`config.mk`:
```
export PLATFORM = sky130hd
export DESIGN_NAME = multdiv_seq
export DESIGN_NICKNAME = d
export VERILOG_FILES = /design/src/rtl/multdiv_seq.sv
export SDC_FILE = /design/constraint.sdc
export NUM_CORES = 1
export LEC_CHECK = 0
export CAP_MARGIN = 20
export CORE_MARGIN = 2
export CORE_UTILIZATION = 52
export DETAILED_ROUTE_END_ITERATION = 7
export HOLD_SLACK_MARGIN = 0.1
export PLACE_DENSITY_LB_ADDON = 0.1
export SYNTH_ARGS = -nofsm -noshare
export SYNTH_HDL_FRONTEND = slang
export SYNTH_SLANG_ARGS = --single-unit
```
`constraint.sdc`:
```
create_clock -name clock -period 4.43 [get_ports clock]
set_input_delay 0.6645 -clock clock [delete_from_list [all_inputs] [get_ports clock]]
set_output_delay 0.6645 -clock clock [all_outputs]
set_load 0.01 [all_outputs]
```
`src/rtl/multdiv_seq.sv`:
```
// multdiv_seq -- iterative 32-bit signed multiply / divide unit.
//
// One add/subtract per cycle through a single 32-bit carry-lookahead adder,
// which is the only arithmetic datapath: it negates the multiplier or
// dividend at start, performs the shift-add / trial-subtract steps in RUN,
// and negates the magnitude result in FIX.
//
// Build option: define MULTDIV_DIV_EN to include the divider. Without it,
// a divide-only strobe completes one cycle later with data_exception = 1
// and data_result = 0; multiply is unaffected.
//
// Ports:
//   clock           in   single clock, rising edge
//   reset           in   synchronous, active-high
//   data_operandA   in   32  multiplicand / dividend (two's complement)
//   data_operandB   in   32  multiplier / divisor (two's complement)
//   ctrl_MULT       in   start multiply (wins over ctrl_DIV)
//   ctrl_DIV        in   start divide
//   data_result     out  32  low product word or quotient, held between results
//   data_exception  out  overflow / divide-by-zero / INT_MIN by -1
//   data_resultRDY  out  one-cycle pulse when result and exception are valid
//   busy            out  operation in flight
//
// state | meaning
// IDLE  | waiting for a start strobe
// RUN   | ITER shift-add (mult) or restoring-divide steps
// FIX   | sign correction and exception decision
// DONE  | result presented, data_resultRDY high

module multdiv_cla32 (
  input  logic [31:0] i_a,
  input  logic [31:0] i_b,
  input  logic        i_cin,
  output logic [31:0] o_sum,
  output logic        o_cout
);
  logic [31:0] w_g;
  logic [31:0] w_p;

  assign w_g = i_a & i_b;
  assign w_p = i_a ^ i_b;

  // 4-bit lookahead groups; group carries chain through a local variable
  always_comb begin
    logic carry;
    logic c0, c1, c2, c3, gg, gp;
    o_sum = '0;
    carry = i_cin;
    for (int k = 0; k < 8; k++) begin
      c0 = carry;
      c1 = w_g[4*k] | (w_p[4*k] & c0);
      c2 = w_g[4*k+1] | (w_p[4*k+1] & w_g[4*k]) | (w_p[4*k+1] & w_p[4*k] & c0);
      c3 = w_g[4*k+2] | (w_p[4*k+2] & w_g[4*k+1])
         | (w_p[4*k+2] & w_p[4*k+1] & w_g[4*k])
         | (w_p[4*k+2] & w_p[4*k+1] & w_p[4*k] & c0);
      gg = w_g[4*k+3] | (w_p[4*k+3] & w_g[4*k+2])
         | (w_p[4*k+3] & w_p[4*k+2] & w_g[4*k+1])
         | (w_p[4*k+3] & w_p[4*k+2] & w_p[4*k+1] & w_g[4*k]);
      gp = &w_p[4*k +: 4];
      o_sum[4*k +: 4] = w_p[4*k +: 4] ^ {c3, c2, c1, c0};
      carry = gg | (gp & c0);
    end
    o_cout = carry;
  end
endmodule

module multdiv_seq #(
  parameter int ITER = 32
) (
  input  logic        clock,
  input  logic        reset,
  input  logic [31:0] data_operandA,
  input  logic [31:0] data_operandB,
  input  logic        ctrl_MULT,
  input  logic        ctrl_DIV,
  output logic [31:0] data_result,
  output logic        data_exception,
  output logic        data_resultRDY,
  output logic        busy
);
  localparam int            CW      = (ITER > 1) ? $clog2(ITER) : 1;
  localparam logic [CW-1:0] LAST    = CW'(ITER - 1);
  localparam logic [31:0]   INT_MIN = 32'h8000_0000;

  typedef enum logic [1:0] {S_IDLE, S_RUN, S_FIX, S_DONE} state_t;

  state_t        r_state;
  state_t        w_state_nxt;
  logic [CW-1:0] r_cnt;
  // mult: {carry, hi, lo}; div: {remainder[32:0], quotient[31:0]}
  logic [64:0]   r_acc;
  // raw multiplicand (mult) or raw divisor (div); its sign picks add vs subtract
  logic [31:0]   r_addend;
  logic          r_add_neg;
  logic          r_sign;
  logic [31:0]   r_result;
  logic          r_exc;
`ifdef MULTDIV_DIV_EN
  logic          r_is_mult;
  logic          r_div_exc;
`endif

  logic          w_start;
  logic [31:0]   w_neg_src;
  logic [31:0]   w_mag;
  logic [31:0]   w_add_a;
  logic [31:0]   w_add_b;
  logic          w_add_cin;
  logic [31:0]   w_add_sum;
  logic          w_add_cout;
  logic          w_sub;
  logic [64:0]   w_mul_pre;
  logic [64:0]   w_mul_nxt;
  logic          w_mul_exc;
  logic          w_exc;
  logic [64:0]   w_acc_nxt;
`ifdef MULTDIV_DIV_EN
  logic [64:0]   w_div_shift;
  logic          w_div_nonneg;
  logic [64:0]   w_div_nxt;
`endif

  assign w_start   = ctrl_MULT | ctrl_DIV;
  // multiplier magnitude goes into lo; dividend magnitude into the quotient half
  assign w_neg_src = ctrl_MULT ? data_operandB : data_operandA;
  assign w_mag     = w_neg_src[31] ? w_add_sum : w_neg_src;

`ifdef MULTDIV_DIV_EN
  // mult adds |A|: invert+1 when A is negative.
  // div subtracts |B|: invert+1 when B is positive, plain add of B when negative.
  assign w_sub = r_is_mult ? r_add_neg : ~r_add_neg;
`else
  assign w_sub = r_add_neg;
`endif

  always_comb begin
    w_add_a   = '0;
    w_add_b   = '0;
    w_add_cin = 1'b0;
    if (w_start) begin
      w_add_a   = ~w_neg_src;
      w_add_cin = 1'b1;
    end else if (r_state == S_RUN) begin
`ifdef MULTDIV_DIV_EN
      w_add_a = r_is_mult ? r_acc[63:32] : w_div_shift[63:32];
`else
      w_add_a = r_acc[63:32];
`endif
      w_add_b   = w_sub ? ~r_addend : r_addend;
      w_add_cin = w_sub;
    end else if (r_state == S_FIX) begin
      w_add_a   = ~r_acc[31:0];
      w_add_cin = 1'b1;
    end
  end

  multdiv_cla32 u_cla (
    .i_a    (w_add_a),
    .i_b    (w_add_b),
    .i_cin  (w_add_cin),
    .o_sum  (w_add_sum),
    .o_cout (w_add_cout)
  );

  assign w_mul_pre = r_acc[0] ? {w_add_cout, w_add_sum, r_acc[31:0]} : r_acc;
  assign w_mul_nxt = {1'b0, w_mul_pre[64:1]};
  // magnitude limit is 0x7FFFFFFF for a positive result, 0x80000000 for negative
  assign w_mul_exc = (|r_acc[63:32]) |
                     (r_sign ? (r_acc[31] & (|r_acc[30:0])) : r_acc[31]);

`ifdef MULTDIV_DIV_EN
  assign w_div_shift  = {r_acc[63:0], 1'b0};
  // remainder stays below 2^32 after the shift, so the adder carry-out is the
  // "trial non-negative" flag; bit 32 is kept for completeness
  assign w_div_nonneg = w_div_shift[64] | w_add_cout;
  assign w_div_nxt    = w_div_nonneg ? {1'b0, w_add_sum, w_div_shift[31:1], 1'b1}
                                     : w_div_shift;
  assign w_acc_nxt    = r_is_mult ? w_mul_nxt : w_div_nxt;
  assign w_exc        = r_is_mult ? w_mul_exc : r_div_exc;
`else
  assign w_acc_nxt    = w_mul_nxt;
  assign w_exc        = w_mul_exc;
`endif

  always_comb begin
    w_state_nxt = r_state;
    case (r_state)
      S_IDLE: w_state_nxt = S_IDLE;
      S_RUN:  if (r_cnt == LAST) w_state_nxt = S_FIX;
      S_FIX:  w_state_nxt = S_DONE;
      S_DONE: w_state_nxt = S_IDLE;
      default: w_state_nxt = S_IDLE;
    endcase
    // a strobe restarts from any state, abandoning whatever was in flight
    if (w_start) begin
`ifdef MULTDIV_DIV_EN
      w_state_nxt = S_RUN;
`else
      w_state_nxt = ctrl_MULT ? S_RUN : S_DONE;
`endif
    end
  end

  always_ff @(posedge clock) begin
    if (reset) r_state <= S_IDLE;
    else       r_state <= w_state_nxt;
  end

  always_ff @(posedge clock) begin
    if (reset) begin
      r_cnt     <= '0;
      r_acc     <= '0;
      r_addend  <= '0;
      r_add_neg <= 1'b0;
      r_sign    <= 1'b0;
      r_result  <= '0;
      r_exc     <= 1'b0;
`ifdef MULTDIV_DIV_EN
      r_is_mult <= 1'b0;
      r_div_exc <= 1'b0;
`endif
    end else if (w_start) begin
      r_cnt     <= '0;
      r_acc     <= {33'd0, w_mag};
      r_addend  <= ctrl_MULT ? data_operandA : data_operandB;
      r_add_neg <= ctrl_MULT ? data_operandA[31] : data_operandB[31];
      if (ctrl_MULT)
        r_sign <= (|data_operandA) & (|data_operandB) &
                  (data_operandA[31] ^ data_operandB[31]);
      else
        r_sign <= data_operandA[31] ^ data_operandB[31];
`ifdef MULTDIV_DIV_EN
      r_is_mult <= ctrl_MULT;
      r_div_exc <= (data_operandB == 32'd0) |
                   ((data_operandA == INT_MIN) & (&data_operandB));
`else
      if (!ctrl_MULT) begin
        r_result <= '0;
        r_exc    <= 1'b1;
      end
`endif
    end else begin
      case (r_state)
        S_RUN: begin
          r_acc <= w_acc_nxt;
          r_cnt <= (r_cnt == LAST) ? '0 : r_cnt + CW'(1);
        end
        S_FIX: begin
          r_exc    <= w_exc;
          r_result <= w_exc  ? 32'd0 :
                      r_sign ? w_add_sum : r_acc[31:0];
        end
        default: ;
      endcase
    end
  end

  assign data_result    = r_result;
  assign data_exception = r_exc;
  assign data_resultRDY = (r_state == S_DONE);
  assign busy           = (r_state != S_IDLE);

endmodule

```
==> flow_metrics.tcl, run 1 <==
set metrics [dict create \
    first_pass_iters 7 \
    ant_nets 0 \
    placed_cells 1562 \
    layout-drive-gt1-share_pct 12.7 \
    power_density_nw_per_um2 318 \
    fin_ws_ns 0.279 \
    fp-row-count 49 \
    min_period_over_period_pct 93.7 \
    drc 0 \
    drv_cap 0 \
    finClkSkew_ns 0.0152 \
    seq_area_frac_synth_pct 28.7 \
    clk_latency_ns 0.44 \
    leakage_nw 4.85 \
    synth_edf_count 0 \
    clockRootBuffer "clkbuf_16" \
    yosys.area.top_type "dfxtp_1" \
    dp_hpwl_mm 23.3 \
    synth-async-reset-ratio_pct 0 \
    synth_area_um2 9540 \
    cts_tree "built" \
    numCtsBuffers 17 \
    fin_crit_ns 4.15 \
    ys_types 53 \
    yosysMostFrequentCell "nor2_1" \
    stdcell_count 1595 \
    portBuffers 102 \
    synth_compound_area_share_pct 22.4 \
    ff_latch_area_um2 2750 \
    synth_common_cells "239 x nor2_1, 137 x dfxtp_1, 119 x mux2i_1" \
    worstPathArrival_ns 4.45 \
    grtUsageTotal_pct 32.0 \
    synth-simple-area-share_pct 18.4 \
    initialDrtViolationCount 1330 \
    vdd_drop_max_mv 0.291 \
    core_um2 18000 \
    synth-seq-cells 137 \
    min_path_type "register to register" \
    ys.flop_type "dfxtp_1" \
    n_antenna_cell 0 \
    yosysTopAreaCellShare_pct 28.7 \
    top_level_ports 103 \
    gr-total-overflow 0 \
    finalNetCount 1467 \
    synth_top_family_by_area "compound AO/OA/AOI/OAI gates" \
    route.vias.total 9699 \
    dieWidth_um 139 \
    synthMuxAreaShare_pct 14.0 \
    end_kind "register" \
    synth-warning-count 0 \
    nFillCells 1569 \
    finalHoldViolCount 0 \
    multiInputGateArea_um2 6460 \
    dp_slack_ns -0.0657 \
    clk_pin_slew_ns 0.06 \
    syn2layout_area_growth_pct 26.1 \
    cp_max_fo 36 \
    syn-num-nets 1340 \
    die_h_um 139 \
    grt_max_degree 70 \
    synth.area.top_cells "dfxtp_1 29%, mux2i_1 12%, nor2_1 9.4%" \
    tightest_slew_ns 1.03 \
    die_area_um2 19500 \
    synth_xor_area_share_pct 5.05 \
    syn_inst 1226 \
    synth_fa_ha_area_share_pct 6.66 \
    power_mw 3.83 \
    gp_congestion 0.976 \
    syn_avg_cell_area_um2 7.78 \
    setup_viol 0 \
    routed_wl_mm 31.9 \
    antenna_found_initial 1 \
    drv_slew 0 \
    initial_core_util_pct 53.1 \
    cts_setup_buffers 0 \
    required_ns 4.73 \
    criticalPathCategory "register to register" \
    cts.path.max_buffers 2 \
    start_kind "register" \
    vias_per_cell 6.08 \
    worst_slew_margin_rel_pct 31.5 \
    clock-sinks 137 \
    fin_tns_setup_ns 0 \
    grt_pass1_wl_mm 49.6 \
    utilization_pct 67.0 \
    fmax_mhz 241 \
    grt_pass1_vias 8716 \
    wire_per_inst_um 20.0 \
    outcome "finished clean" \
    htree_levels 4 \
]
## cells by family after synthesis
group	after synthesis
AO/OA/AOI/OAI	339
AND/OR/NAND/NOR	398
adder cells (fa/ha/maj)	46
buffers and inverters	119
multiplexers	132
XOR/XNOR	55
flip-flops	137
## worst max-delay path, stage by stage (launching register included)
cell and delay [ns]:
dfxtp_4 0.39, inv_1 0.07, ha_1 0.22, buf_12 0.18, a22oi_1 0.25, o21ai_0 0.13, ha_1 0.34, a21oi_2 0.19
o21ai_1 0.14, a2111oi_4 0.47, nand2_1 0.18, a221o_1 0.37, fa_1 0.47, xnor2_2 0.25, a21oi_1 0.10, a22oi_1 0.19
nor2_1 0.06
## flip-flops by register name, indices dropped and copies added, names as in the netlist
signal	flops
r_cnt	5
r_sign	1
data_exception	1
data_result	32
r_addend	32
r_acc	64
r_state	2
## stage by stage
step                hold slack [ns]  area, µm²
CTS                           0.452      11900
finish                        0.458      12000
global route                  0.505      12000
floorplan                     0.467       9550
global placement              0.440      11300
detailed placement            0.446      11300
## timing repair
action / in CTS / in global routing
gates resized for setup: 0 / 21
hold buffers: 0 / 0
setup endpoints to repair: 0 / 18
## final timing paths
check / start / to / slack (ns) / cells past startpoint
max: r_state[0]$_SDFFE_PP0P_ / data_result[21]$_SDFFE_PP0P_ / 0.28 / 16
min reg2reg: data_result[3]$_SDFFE_PP0P_ / data_result[3]$_SDFFE_PP0P_ / 0.46 / 2
max reg2reg: r_state[0]$_SDFFE_PP0P_ / data_result[21]$_SDFFE_PP0P_ / 0.28 / 16
min: data_result[3]$_SDFFE_PP0P_ / data_result[3]$_SDFFE_PP0P_ / 0.46 / 2
## power breakdown
part	switching (mW)	internal (mW)	leakage, nW	total (mW)
sequential	0.0766	1.29	1.12	1.37
clock	0.598	0.891	0.289	1.49
combinational	0.552	0.420	3.44	0.972
## cells in the final DEF (no fill, tap or decap), types with 5 or more instances in the layout
cell               n
nor2_1           239
dfxtp_1          133
mux2i_1          119
a21oi_1          102
clkdlybuf4s50_1   99
buf_4             94
o21ai_0           66
nand2_1           59
a211oi_1          51
a22oi_1           50
xnor2_1           44
ha_1              36
nor4_1            32
inv_1             25
clkbuf_16         18
o21ai_1           14
nor2b_1           13
mux2_2            13
nand4_1           11
a221oi_1          10
xor2_1             9
nor3_1             8
nand3_1            8
fa_1               8
nand2b_1           6
a21o_1             6
buf_12             6
and3_1             5
inv_6              5
## final cells by class
| cell class | count | area share, % |
|---|---|---|
| clock buffers | 19 | 3.60 |
| clock inverters | 13 | 1.36 |
| inverters | 25 | 0.779 |
| multi-input cells | 970 | 53.7 |
| flip-flops and latches | 137 | 22.8 |
| well taps | 229 | 2.38 |
| repair buffers | 202 | 15.4 |
## routing by layer
metal  share of wire [%]  GRT usage (%)  vias to the layer above
met5               0.050              0                        -
met4                 2.8           8.83                        2
met3                  10           8.43                       59
met2                  41           44.8                      522
met1                  46           48.2                     4440
li1                    -              -                     4676
(Power assumes the default switching activity.)
==> run 2: changes to the inputs <==
--- a/config.mk
+++ b/config.mk
@@ -7,3 +7,3 @@
 export LEC_CHECK = 0
-export CAP_MARGIN = 20
+export CAP_MARGIN = 10
 export CORE_MARGIN = 2
@@ -13,2 +13,3 @@
 export PLACE_DENSITY_LB_ADDON = 0.1
+export SETUP_SLACK_MARGIN = 0.05
 export SYNTH_ARGS = -nofsm -noshare
==> constraint.sdc (replaced) <==
create_clock -name clock -period 4.43 [get_ports clock]
set_input_delay 1.1075 -clock clock [delete_from_list [all_inputs] [get_ports clock]]
set_output_delay 1.1075 -clock clock [all_outputs]
set_load 0.01 [all_outputs]
==> flow_metrics.tcl, run 2 (same netlist as run 1, synthesis figures left out) <==
set metrics [dict create \
    final_common_cell "nor2_1" \
    dieWidth_um 139 \
    setup_viol 0 \
    fin_crit_ns 4.29 \
    core_um2 18000 \
    grt_pass1_wl_mm 50.6 \
    rr_endpoint "data_result[29]$_SDFFE_PP0P_" \
    design_area_um2 13200 \
    min_period_over_period_pct 96.8 \
    finalNetCount 1581 \
    clk_pin_slew_ns 0.06 \
    drv_slew 0 \
    grt_max_degree 83 \
    clockRootBuffer "clkbuf_16" \
    gr-total-overflow 0 \
    gp_congestion 0.955 \
    switching_share_pct 32.0 \
    largest_reg_flops 64 \
    power.internal_mw 2.71 \
    worst_slew_margin_rel_pct 34.8 \
    min_from "data_result[3]$_SDFFE_PP0P_" \
    wire_per_inst_um 19.8 \
    finClkSkew_ns 0.0112 \
    cts_tree "built" \
    reg2regPathDepth 21 \
    regToRegSetupSlack_ns 0.18 \
    worstPathArrival_ns 4.58 \
    fp-row-count 49 \
    min_path_cells 2 \
    utilization_pct 73.3 \
    criticalPathCategory "input pin to register" \
    clock-sinks 137 \
    regMostFlops "r_acc" \
    fmax_mhz 233 \
    vias_per_cell 6.09 \
    rsz0062_at_grt "yes" \
    outcome "finished clean" \
    tightest_slew_ns 0.974 \
    dp_slack_ns -0.308 \
    htree_levels 4 \
    placed_cell_area_um2 12100 \
    syn2layout_area_growth_pct 38.0 \
    power_frac_seq_pct 34.4 \
    initial_core_util_pct 53.1 \
    end_kind "register" \
    top_level_ports 103 \
    layout_common_cells "236 x nor2_1, 198 x buf_4, 134 x dfxtp_1" \
    power_density_nw_per_um2 302 \
    grtUsageTotal_pct 32.7 \
    ant_nets 0 \
    clk_latency_ns 0.43 \
    numCtsBuffers 17 \
    hold_ws_ns 0.451 \
    hold_end "data_result[3]$_SDFFE_PP0P_" \
    routed_wl_mm 33.8 \
    leakage_nw 5.48 \
    dp_hpwl_mm 24.0 \
    layout-drive-gt1-share_pct 21.9 \
    clkPwrFrac_pct 37.5 \
    route.vias.total 10400 \
    cts.path.max_buffers 2 \
    vdd_drop_max_mv 0.299 \
    portBuffers 102 \
    p_sw_mw 1.27 \
    fin_tns_setup_ns 0 \
    start_kind "input pin" \
    antenna_found_initial 1 \
    die_h_um 139 \
    fin_ws_ns 0.142 \
    reg2reg_from "r_state[1]$_SDFFE_PP0P_" \
    finalHoldViolCount 0 \
    min_path_type "register to register" \
    n_antenna_cell 0 \
    required_ns 4.73 \
    die_area_um2 19500 \
    grt_pass1_vias 9089 \
    drc 0 \
    pwr-share-comb_pct 28.1 \
    first_pass_iters 6 \
    drv_cap 0 \
    cp_max_fo 3 \
    initialDrtViolationCount 1320 \
]
==> run 2: what timing repair did <==
| item | CTS | global route |
|---|---|---|
| buffers inserted | 0 | 19 |
| hold buffers | 0 | 0 |
| gates resized for setup | 0 | 62 |
| endpoints found under the hold margin | 0 | 0 |
| setup endpoints to repair | 0 | 23 |
==> run 2: critical path, stage by stage <==
cell and delay (ns):
clkdlybuf4s50_1 0.48, mux2i_1 0.09, nand2_1 0.13, o21ai_1 0.09, ha_1 0.35, buf_4 0.13
nor2_1 0.05, a211oi_2 0.24, nand4_1 0.20, a41oi_2 0.25, o21a_1 0.17, a21oi_2 0.07
nor2b_1 0.11, nor2_1 0.07, fa_2 0.40, xnor2_2 0.16, mux2_2 0.28, a22oi_2 0.15
nor2_1 0.05
==> run 2: worst max-delay path by stage <==
stage          cells after the start               from                      endpoint
2_1_floorplan                     17          ctrl_MULT  data_result[20]$_SDFFE_PP0P_
3_3_place_gp                      18          ctrl_MULT  data_result[29]$_SDFFE_PP0P_
3_5_place_dp                      19          ctrl_MULT  data_result[29]$_SDFFE_PP0P_
4_1_cts                           13   data_operandB[8]  data_result[20]$_SDFFE_PP0P_
5_1_grt                           18   data_operandB[1]        r_acc[28]$_SDFFE_PP0P_
6_report                          19  data_operandA[15]  data_result[29]$_SDFFE_PP0P_
==> run 2: metal layers <==
metal,GRT usage [%],share of wire (%)
met5,0,0.041
met4,10.3,2.9
met3,5.44,11
met2,46.8,42
met1,49.7,45
==> run 2: layout make-up <==
| type | instances | area (µm²) |
|---|---|---|
| inverter | 25 | 93.8 |
| clock inverter | 13 | 170 |
| sequential | 137 | 2750 |
| timing repair buffer | 314 | 2770 |
| fill | 1321 | 4790 |
| clock buffer | 19 | 433 |
| multi-input combinational | 972 | 6680 |
| tap | 229 | 287 |
==> run 2: power groups by stage <==
stage	clock (mW)	sequential, mW	combinational (mW)
after floorplan	0	1.37	0.602
after global placement	0	1.39	1.01
after detailed placement	0	1.39	1.02
after CTS	1.49	1.36	1.03
after global routing	1.55	1.37	1.20
final	1.49	1.37	1.12
==> run 2: stage by stage <==
step | instances | power (mW)
2_1_floorplan | 1226 | 1.97
3_3_place_gp | 1652 | 2.40
3_5_place_dp | 1652 | 2.41
4_1_cts | 1684 | 3.88
5_1_grt | 1709 | 4.12
6_report | 1709 | 3.98
